--- config.mk ---
export PLATFORM = sky130hd
export DESIGN_NAME = alu_pipe
export DESIGN_NICKNAME = d
export VERILOG_FILES = /design/src/rtl/alu_pipe_pkg.sv /design/src/rtl/alu_pipe_seq_mul.sv /design/src/rtl/alu_pipe.sv
export SDC_FILE = /design/constraint.sdc
export NUM_CORES = 1
export LEC_CHECK = 0
export CORE_MARGIN = 2
export CORE_UTILIZATION = 46
export CTS_CLUSTER_DIAMETER = 120
export DETAILED_ROUTE_END_ITERATION = 6
export GPL_TIMING_DRIVEN = 1
export PLACE_DENSITY = 0.72
export SYNTH_ARGS = -nofsm -noshare
export SYNTH_HDL_FRONTEND = slang
export SYNTH_SLANG_ARGS = --single-unit
--- constraint.sdc ---
create_clock -name clk -period 3.1 [get_ports clk]
set_input_delay 0.62 -clock clk [delete_from_list [all_inputs] [get_ports clk]]
set_output_delay 0.62 -clock clk [all_outputs]
set_load 0.005 [all_outputs]
--- src/rtl/alu_pipe_pkg.sv ---
// Shared types for the handshaked ALU: opcode, flag set and control states.
package ptype;

    typedef enum logic [3:0] {
        ADD  = 4'd0,
        SUB  = 4'd1,
        GTE  = 4'd2,
        LT   = 4'd3,
        NOT1 = 4'd4,
        AND  = 4'd5,
        OR   = 4'd6,
        XOR  = 4'd7,
        SHL  = 4'd8,
        SHR  = 4'd9,
        MUL  = 4'd10
    } operation_t;

    typedef struct packed {
        logic carry;
        logic zero;
        logic neg;
        logic ovf;
    } flags_t;

    typedef enum logic [1:0] {
        IDLE = 2'd0,
        MULT = 2'd1,
        DONE = 2'd2
    } alu_state_t;

endpackage

--- src/rtl/alu_pipe_seq_mul.sv ---
// Iterative shift-add unsigned multiplier, one partial product per enabled cycle.
// done flags the final iteration; product is the accumulator including that step.
module alu_seq_mul #(
    parameter int WIDTH = 16
) (
    input  logic                 clk,
    input  logic                 rst,
    input  logic                 en,
    input  logic                 start,
    input  logic [WIDTH-1:0]     a,
    input  logic [WIDTH-1:0]     b,
    output logic                 busy,
    output logic                 done,
    output logic [2*WIDTH-1:0]   product
);
    localparam int CW = $clog2(WIDTH) + 1;

    logic [2*WIDTH-1:0] r_acc;
    logic [2*WIDTH-1:0] r_mcand;
    logic [WIDTH-1:0]   r_mplier;
    logic [CW-1:0]      r_cnt;
    logic               r_busy;
    logic [2*WIDTH-1:0] w_sum;

    always_comb begin
        w_sum   = r_acc + (r_mplier[0] ? r_mcand : '0);
        busy    = r_busy;
        done    = r_busy && (r_cnt == CW'(WIDTH - 1));
        product = w_sum;
    end

    always_ff @(posedge clk or posedge rst) begin
        if (rst) begin
            r_acc    <= '0;
            r_mcand  <= '0;
            r_mplier <= '0;
            r_cnt    <= '0;
            r_busy   <= 1'b0;
        end else if (en) begin
            if (start) begin
                r_acc    <= '0;
                r_mcand  <= {{WIDTH{1'b0}}, a};
                r_mplier <= b;
                r_cnt    <= '0;
                r_busy   <= 1'b1;
            end else if (r_busy) begin
                r_acc    <= w_sum;
                r_mcand  <= r_mcand << 1;
                r_mplier <= r_mplier >> 1;
                r_cnt    <= r_cnt + 1'b1;
                if (done) r_busy <= 1'b0;
            end
        end
    end

endmodule

--- src/rtl/alu_pipe.sv ---
// Handshaked ALU with registered result/flags; held until the consumer accepts.
// Define ALU_MUL_EN to build the multi-cycle MUL path; otherwise MUL is illegal.
module alu_pipe
    import ptype::*;
#(
    parameter int WIDTH = 16
) (
    input  logic             clk,
    input  logic             rst,
    input  logic             en,
    input  logic             in_valid,
    output logic             in_ready,
    input  logic [WIDTH-1:0] op1,
    input  logic [WIDTH-1:0] op2,
    input  operation_t       op,
    output logic             out_valid,
    input  logic             out_ready,
    output logic [WIDTH-1:0] result,
    output flags_t           fls,
    output logic             illegal
);
    localparam int SHW = $clog2(WIDTH);

    alu_state_t       r_state, w_next;
    logic [WIDTH-1:0] r_result;
    flags_t           r_fls;
    logic             r_ill;

    logic [WIDTH:0]   w_sum, w_dif, w_shl, w_shr;
    logic [SHW-1:0]   w_sh;
    logic [WIDTH-1:0] w_res;
    logic             w_carry, w_ovf, w_ill, w_is_mul;
    flags_t           w_fl;
    logic             w_accept, w_load;

    always_comb begin
        w_sh     = op2[SHW-1:0];
        w_sum    = {1'b0, op1} + {1'b0, op2};
        w_dif    = {1'b0, op1} - {1'b0, op2};
        w_shl    = {1'b0, op1} << w_sh;
        // extra low bit catches the last bit shifted out on the right
        w_shr    = {op1, 1'b0} >> w_sh;
        w_res    = '0;
        w_carry  = 1'b0;
        w_ovf    = 1'b0;
        w_ill    = 1'b0;
        w_is_mul = 1'b0;
        case (op)
            ADD: begin
                w_res   = w_sum[WIDTH-1:0];
                w_carry = w_sum[WIDTH];
                w_ovf   = (op1[WIDTH-1] == op2[WIDTH-1]) && (w_sum[WIDTH-1] != op1[WIDTH-1]);
            end
            SUB: begin
                w_res   = w_dif[WIDTH-1:0];
                w_carry = w_dif[WIDTH];
                w_ovf   = (op1[WIDTH-1] != op2[WIDTH-1]) && (w_dif[WIDTH-1] != op1[WIDTH-1]);
            end
            GTE: begin
                w_res   = {{(WIDTH-1){1'b0}}, ~w_dif[WIDTH]};
                w_carry = w_dif[WIDTH];
            end
            LT: begin
                w_res   = {{(WIDTH-1){1'b0}}, w_dif[WIDTH]};
                w_carry = w_dif[WIDTH];
            end
            NOT1: w_res = ~op1;
            AND:  w_res = op1 & op2;
            OR:   w_res = op1 | op2;
            XOR:  w_res = op1 ^ op2;
            SHL: begin
                w_res   = w_shl[WIDTH-1:0];
                w_carry = w_shl[WIDTH];
            end
            SHR: begin
                w_res   = w_shr[WIDTH:1];
                w_carry = w_shr[0];
            end
`ifdef ALU_MUL_EN
            MUL: w_is_mul = 1'b1;
`endif
            default: w_ill = 1'b1;
        endcase
        w_fl = '{carry: w_carry, zero: (w_res == '0), neg: w_res[WIDTH-1], ovf: w_ovf};
    end

`ifdef ALU_MUL_EN
    logic                 w_mul_busy, w_mul_done, w_mul_fin;
    logic [2*WIDTH-1:0]   w_prod;

    alu_seq_mul #(.WIDTH(WIDTH)) u_mul (
        .clk     (clk),
        .rst     (rst),
        .en      (en),
        .start   (w_accept & w_is_mul),
        .a       (op1),
        .b       (op2),
        .busy    (w_mul_busy),
        .done    (w_mul_done),
        .product (w_prod)
    );
    assign w_mul_fin = w_mul_busy & w_mul_done;
`endif

    always_comb begin
        in_ready = 1'b0;
        if (!rst) begin
            case (r_state)
                IDLE:    in_ready = en;
                DONE:    in_ready = en & out_ready;
                default: in_ready = 1'b0;
            endcase
        end
        w_accept = in_valid & in_ready;
        w_load   = w_accept & ~w_is_mul;
        w_next   = r_state;
        case (r_state)
            IDLE: if (w_accept) w_next = w_is_mul ? MULT : DONE;
`ifdef ALU_MUL_EN
            MULT: if (w_mul_fin) w_next = DONE;
`endif
            DONE: if (out_ready) w_next = w_accept ? (w_is_mul ? MULT : DONE) : IDLE;
            default: w_next = IDLE;
        endcase
    end

    always_ff @(posedge clk or posedge rst) begin
        if (rst) begin
            r_state  <= IDLE;
            r_result <= '0;
            r_fls    <= '0;
            r_ill    <= 1'b0;
        end else if (en) begin
            r_state <= w_next;
            if (w_load) begin
                r_result <= w_res;
                r_fls    <= w_fl;
                r_ill    <= w_ill;
            end
`ifdef ALU_MUL_EN
            else if (r_state == MULT && w_mul_fin) begin
                r_result <= w_prod[WIDTH-1:0];
                r_fls    <= '{carry: |w_prod[2*WIDTH-1:WIDTH], zero: (w_prod[WIDTH-1:0] == '0),
                              neg: w_prod[WIDTH-1], ovf: 1'b0};
                r_ill    <= 1'b0;
            end
`endif
        end
    end

    assign out_valid = (r_state == DONE);
    assign result    = r_result;
    assign fls       = r_fls;
    assign illegal   = r_ill;

endmodule

==> impl_metrics.env <==
export IMPL_setup_tns_final_ns=-0.1253
export IMPL_clk_pin_slew_worst_paths_ns=0.06
export IMPL_worst_pin_slew_ns=0.8057
export IMPL_drive_gt1_share_pct=47.07
export IMPL_seq_area_um2=525.5
export IMPL_firstDrtPassIters=7
export IMPL_num_fill_cells=751
export IMPL_routed_via_density=6.468
export IMPL_final_common_cell="buf_4"
export IMPL_syn_nets=781
export IMPL_fin_crit_ns=3.225
export IMPL_cts_made_buffers=3
export IMPL_portBuffers=63
export IMPL_final_core_util_pct=77.09
export IMPL_num_rows=39
export IMPL_start_kind="input port"
export IMPL_io_pins=64
export IMPL_routedWlPerCell_um=23.37
export IMPL_hold_viol_final=0
export IMPL_initial_core_util_pct=47.27
export IMPL_cp_endpoint="fls[2]"
export IMPL_drc=0
export IMPL_cp_required_ns=3.27
export IMPL_critPathArrivalTime_ns=3.40
export IMPL_synthTopCellsByArea="ha_1, mux4_2, dfrtp_1"
export IMPL_yosysSeqAreaShare_pct=9.695
export IMPL_cts_sinks=21
export IMPL_h_tree_depth=1
export IMPL_holdPathStages=2
export IMPL_ys_ff_latch=21
export IMPL_endpoint_kind="register"
export IMPL_rr_endpoint="fls[2]"
export IMPL_die_area_um2=12670
export IMPL_critPathKind="in -> reg"
export IMPL_grt_max_degree=27
export IMPL_gp_congestion=1.026
export IMPL_cts_max_path_buffers=2
export IMPL_setup_slack_ns=-0.1253
export IMPL_grt_pass1_wl_mm=38.49
export IMPL_antenna_found_initial=0
export IMPL_violations="negative setup slack"
export IMPL_placed_cells=1071
export IMPL_cts_tree="done"
export IMPL_rrSetupSlack_ns=0.48
export IMPL_final_cells=1116
export IMPL_synthCells=680
export IMPL_p_per_area_nw_per_um2=252.1
export IMPL_die_w_um=112.6
export IMPL_crit_fanout=4
export IMPL_syn2layout_area_growth_pct=63.09
export IMPL_insertion_delay_ns=0.26
export IMPL_setup_violations=1
export IMPL_hpwl_mm=19.32
export IMPL_p_leak_nw=3.983
export IMPL_mostFrequentLayoutCells="buf_4, nand2_1, nor2_1"
export IMPL_fin_skew_ns=0.004436
export IMPL_startpoint="op1[6]"
export IMPL_grt_pass1_vias=7049
export IMPL_synth_avg_cell_area_um2=7.971
export IMPL_grt_ovfl_total=0
export IMPL_wl_mm=26.08
export IMPL_diodes=0
export IMPL_synth_enable_flop_cells=0
export IMPL_stdcell_area_um2=8840
export IMPL_slew_violations=0
export IMPL_holdWs_ns=0.4916
export IMPL_hold_class="reg -> reg"
export IMPL_first_iter_violations=853
export IMPL_pre_cts_ws_ns=-0.7665
export IMPL_ir_worst_vdd_v=0.0002631
export IMPL_cts_hold_buf=0
export IMPL_status="finished with violations"
export IMPL_total_power_mw=2.229
export IMPL_worst_r2r_startpoint="r_state[1]"
export IMPL_synthesis_area_um2=5420
export IMPL_async_flop_share_pct=100.0
export IMPL_multi_input_area_um2=5030
export IMPL_grtUsageTotal_pct=38.42
export IMPL_slew_headroom_pct=46.23
export IMPL_antenna_left=0
export IMPL_fp_dieH_um=112.6
export IMPL_yosys_area_top_type="ha_1"
export IMPL_synth_top_flop_cell="dfrtp_1"
export IMPL_ff2ff_path_depth=9
export IMPL_placed_area_um2=7806
export IMPL_cap_violations=0
export IMPL_core_um2=11470
export IMPL_fmax_ghz=0.3100
export IMPL_vias=7218
export IMPL_synth_yosys_warnings=0
export IMPL_cts_root_buf="clkbuf_16"
export IMPL_rsz0062_at_grt="yes"
export IMPL_layout_nets=1075
export IMPL_ys_types=84
export IMPL_synth_top_area_share_pct=13.39
export IMPL_post_route_period_util_pct=104.0
[logic make-up (layout without fill, tap and decap cells)]
| family | count (synthesis) | after routing | share of synthesized area, % |
|---|---|---|---|
| fa+ha+maj | 60 | 60 | 14.13 |
| compound gates | 226 | 226 | 29.55 |
| flops | 21 | 21 | 9.695 |
| simple gates | 188 | 188 | 17.31 |
| xor+xnor | 7 | 7 | 1.131 |
| buf+inv | 113 | 406 | 9.903 |
| mux | 65 | 65 | 18.28 |
[critical path, cell delays in order]
cell           delay, ns
dlygate4sd2_1       0.26
inv_2               0.08
ha_4                0.26
buf_4               0.14
nor2_1              0.25
nand3_1             0.14
o211ai_1            0.19
buf_4               0.17
buf_4               0.12
nand2_4             0.05
a221oi_4            0.29
o21ai_4             0.11
a2111oi_4           0.33
nand4b_1            0.16
o31ai_2             0.22
[timing repair]
item,4_1_cts,5_1_grt
resized for setup,149,59
pin swaps,43,24
endpoints found under the setup margin,13,4
buffers inserted,32,9
[flip-flops by register name, summed over array words and instances (netlist names)]
name / count
fls: 3
r_state: 1
result: 16
illegal: 1
[worst min path at each step]
stage | startpoint | endpoint
after floorplan | fls[0] | fls[0]
after global placement | fls[0] | fls[0]
after detailed placement | result[10] | result[10]
after CTS | result[10] | result[10]
after global routing | result[4] | result[4]
final | result[13] | result[13]
[cell type report]
type / count / area share (%)
clock buffers: 3 / 0.8493
multi-input cells: 546 / 56.90
inverters: 64 / 2.774
flip-flops and latches: 21 / 5.945
clock inverters: 1 / 0.05662
repair buffers: 338 / 31.45
well taps: 143 / 2.024
[Yosys cell counts (4+ instances only)]
| library cell | n |
|---|---|
| a211oi_1 | 13 |
| mux2_2 | 9 |
| a22o_1 | 9 |
| nor2b_1 | 7 |
| mux4_2 | 24 |
| nand2_1 | 56 |
| dfrtp_1 | 21 |
| o22ai_1 | 9 |
| mux2i_1 | 27 |
| o31ai_1 | 8 |
| nor3_1 | 13 |
| a32oi_1 | 6 |
| a21oi_1 | 41 |
| and3_1 | 4 |
| ha_1 | 58 |
| buf_6 | 7 |
| clkbuf_1 | 17 |
| xnor2_1 | 7 |
| o221ai_1 | 4 |
| nor2_1 | 50 |
| nand2b_1 | 9 |
| o211ai_1 | 11 |
| a21o_1 | 5 |
| o21ai_1 | 8 |
| and2_1 | 4 |
| a31oi_1 | 10 |
| buf_4 | 4 |
| buf_2 | 17 |
| o221a_2 | 4 |
| o21ai_0 | 40 |
| a211o_1 | 4 |
| inv_1 | 63 |
| a22oi_1 | 5 |
| nand3_1 | 12 |
| o21bai_1 | 4 |
| a221oi_1 | 7 |
[where the power goes]
group          internal [mW]  leakage, nW  switching, mW  total, mW
clock network          0.173       0.0409          0.105      0.279
logic                  0.802         3.67          0.801       1.60
registers              0.319        0.275         0.0276      0.347
total                   1.29         3.98          0.934       2.23
[per-layer routing]
metal	global-route usage (%)	part of all wire [%]	wire, um
met1	49.11	39	10210
met2	63.63	47	12250
met3	6.533	8.6	2236
met4	17.15	5.3	1389
met5	0	0	0
(Power assumes the default switching activity.)
==> edit 1 (same settings) <==
`WIDTH`: 16 -> 64.
--- a/src/rtl/alu_pipe.sv
+++ b/src/rtl/alu_pipe.sv
@@ -3,7 +3,7 @@
 module alu_pipe
     import ptype::*;
 #(
-    parameter int WIDTH = 16
+    parameter int WIDTH = 64
 ) (
     input  logic             clk,
     input  logic             rst,
Interface: changed (resized op1, op2 and result); port bits go from 64 to 208. The function was not compared with the original's and may differ.
==> edit 1 against the original RTL <==
The run now fails in 5_1_grt; synthesized area rose to 4.9 times the old value.
==> edit 1: results (changes against the original RTL) <==
[synth]
synth_area_leaders=mux4_2 (13%), ha_1 (10%), dfrtp_1 (6.5%), nand2_1 (5.2%), mux2i_1 (5.2%)  ; was ha_1 (13%), mux4_2 (10%), dfrtp_1 (9.7%), mux2i_1 (5.0%), inv_1 (4.4%)
synth_warnings=0  ; unchanged
ys_seq_area_share_pct=6.53  ; was 9.70%
async_flop_share_pct=100  ; unchanged
synthTopCellsByCount=nand2_1 (366), nor2_1 (352), inv_1 (267)  ; was inv_1 (63), ha_1 (58), nand2_1 (56)
synth_cell_types=90  ; was 84
synth-seq-cells=69  ; was 21
synth_top_flop_cell=dfrtp_1  ; unchanged
syn-num-nets=3999  ; was 781

[global_routing]
grt_max_degree=57
track_usage_pct=81.4
grt_overflow=144

[placement]
place_congestion=1.28  ; was 1.03
portBuffers=207  ; was 63
place_hpwl_mm=150  ; was 19.3 mm

[outcome]
status=stopped before the end  ; was complete, but fails checks
stop_stage=5_1_grt
firstError=[ERROR GRT-0232] Routing congestion too high. Check the congestion heatmap in the GUI.

[cts]
htreeDepth=3  ; was 1
cts-root-buf=clkbuf_16  ; unchanged
clock_path_buffers=2  ; unchanged
cts_buffers=9  ; was 3

[sta]
worstEndpointType=sequential cell input
grt_worst_setup_endpoint=fls[2]$_DFFE_PP0P_/D

edit 1: changes by cell type after synthesis, sizes merged, moves of 60 or more:
cell    before  now
nor3        13   92
a21oi       42  257
o22ai        9   69
buf         31  113
mux4        24  166
inv         64  267
ha          58  217
o21ai       48  218
nor2        51  352
clkbuf      18  196
nand3       12   89
nand2       56  366
mux2i       28  137
edit 1: logic make-up after synthesis:
| group | Yosys count | synth area share [%] |
|---|---|---|
| adders and majority gates | 219 | 10.4 |
| buffers and inverters | 578 | 8.89 |
| AOI/OAI and AO/OA | 1157 | 29.5 |
| muxes | 354 | 21.7 |
| xor gates and xnor gates | 22 | 0.729 |
| DFF | 69 | 6.53 |
| and+or+nand+nor | 1244 | 22.3 |
edit 1: layer usage:
layer  track usage [%]  overflow
met1              82.3         1
met5              40.7         1
met2              94.0        78
met3              70.6         3
met4              78.3        61
edit 1: timing repair:
item	in CTS
resized for setup	747
buffers inserted	164
endpoints found under the setup margin	67
cloned	1
pin swaps	204
hold endpoints to repair	0
edit 1: through the flow:
stage,instances,setup TNS (ns),area (um^2),hold WS [ns],setup WS (ns)
floorplan,3643,-44.55,26900,0.470,-2.10
global placement,5930,-88.83,41200,0.462,-2.93
detailed placement,5930,-90.66,41200,0.469,-2.94
CTS,6102,-37.03,45600,0.482,-1.72
==> edit 2 (config.mk and constraints unchanged) <==
Made on the original files. The 3 states of `alu_state_t` get a one-hot encoding in 3 bits.
--- a/src/rtl/alu_pipe_pkg.sv
+++ b/src/rtl/alu_pipe_pkg.sv
@@ -22,10 +22,10 @@
         logic ovf;
     } flags_t;
 
-    typedef enum logic [1:0] {
-        IDLE = 2'd0,
-        MULT = 2'd1,
-        DONE = 2'd2
+    typedef enum logic [2:0] {
+        IDLE = 3'b001,
+        MULT = 3'b010,
+        DONE = 3'b100
     } alu_state_t;
 
 endpackage
Behaviour: no difference found for any inputs over 10 cycles, from zero or initial values and one cycle with rst high; not proved beyond that.
==> edit 2 against the original RTL <==
The flow finishes with violations (design-rule violations, negative setup slack); routed wire length shrank 5.9%; setup slack worse by 0.051 ns; synthesized cell count up 1.5%; sequential cell count rose by 1; total power is 17% higher; final area about the same; count of clock-buffer cells in the layout increased by 1; register-to-register slack worse by 0.37 ns; synthesized area grew 1.2%; utilization shrank 0.26 points; critical path type unchanged; highest routed layer unchanged.
==> edit 2: results (changes against the original RTL) <==
[sta]
setup_viol_count_final=2  ; was 1
skew_ns=0.00434  ; was 0.00444 ns
hold_ws_ns=0.482  ; was 0.492 ns
worst_slew_pin_slew_ns=0.871  ; was 0.806 ns
worst_slack_ns=-0.176  ; was -0.125 ns

[synth]
ys_seq_area_share_pct=10.1  ; was 9.70%
synth_area_leaders=ha_1 (14%), mux4_2 (12%), dfrtp_1 (9.6%), inv_1 (4.9%), a21oi_1 (4.6%)  ; was ha_1 (13%), mux4_2 (10%), dfrtp_1 (9.7%), mux2i_1 (5.0%), inv_1 (4.4%)
synthTopCellsByCount=inv_1 (72), ha_1 (60), nand2_1 (53)  ; was inv_1 (63), ha_1 (58), nand2_1 (56)
synth_cell_types=81  ; was 84
synthCells=690  ; was 680
syn-num-nets=793  ; was 781

[critical_path]
cpMaxStageDelayCell=clkdlybuf4s50_1  ; was a2111oi_4
path_delay_family=simple AND/OR/NAND/NOR gates  ; was compound AO/OA/AOI/OAI gates
crit_start=op[2]  ; was op1[6]
cpPeakStageDelay_ns=0.61  ; was 0.33 ns
r2r_slack_ns=0.11  ; was 0.48 ns

[finish]
fillers=855  ; was 751
drive_above_1_share_pct=45.5  ; was 47.1%

[global_routing]
grt_pass1_wl_mm=38.0  ; was 38.5 mm
grt_max_degree=26  ; was 27

[outcome]
violations=design-rule violations, negative setup slack  ; was negative setup slack
status=complete, but fails checks  ; unchanged

[hold_path]
hold_path_startpoint=fls[0]$_DFFE_PP0P_  ; was result[13]$_DFFE_PP0P_

[placement]
place_hpwl_mm=19.5  ; was 19.3 mm

[detailed_routing]
drcViolationCount=2  ; was 0
routed_wl_mm=24.5  ; was 26.1 mm

edit 2: changes by cell type after synthesis, sizes merged, moves of 6 or more:
cell,before,now
a21oi,42,50
a31oi,10,4
buf,31,23
inv,64,72
mux2,13,20
nor2,51,44
nor3,13,20
edit 2: cells by family after synthesis:
group                      Yosys count  synth area share [%]
adders and majority gates           62                  14.4
muxes                               74                  20.6
buffers and inverters              118                  9.71
AOI/OAI and AO/OA                  226                  28.3
and+or+nand+nor                    185                  16.5
xor gates and xnor gates             3                 0.479
DFF                                 22                  10.1
edit 2: power by group through the flow:
stage / sequential (W) / clock, W / combinational (W)
5_1_grt: 0.000493 / 0.000314 / 0.00194
3_5_place_dp: 0.000475 / 0 / 0.00163
4_1_cts: 0.000474 / 0.000302 / 0.00174
6_report: 0.000477 / 0.000301 / 0.00183
2_1_floorplan: 0.000477 / 0 / 0.000730
3_3_place_gp: 0.000467 / 0 / 0.00160
edit 2: routing by layer:
metal	track usage (%)	vias up	part of all wire (%)
met5	0	-	0
met4	12.9	0	4.4
met3	3.91	94	8.1
met2	64.3	386	47
met1	49.4	3392	41
li1	-	3197	-
edit 2: area by class of cell:
class	instances	area share, %
inverters	73	3.18
multi-input cells	550	56.2
repair buffers	344	31.4
well taps	143	2.02
clock buffers	4	1.00
flip-flops and latches	22	6.24
edit 2: through the flow:
stage / area [um^2] / setup TNS [ns] / setup slack, ns / total power [W]
6_report: 8850 / -0.203 / -0.176 / 0.00261
5_1_grt: 8850 / -0.517 / -0.282 / 0.00275
4_1_cts: 8600 / -0.179 / -0.179 / 0.00251
3_5_place_dp: 8110 / -9.50 / -0.977 / 0.00210
3_3_place_gp: 8110 / -8.88 / -0.979 / 0.00206
2_1_floorplan: 5600 / -0.221 / -0.221 / 0.00121
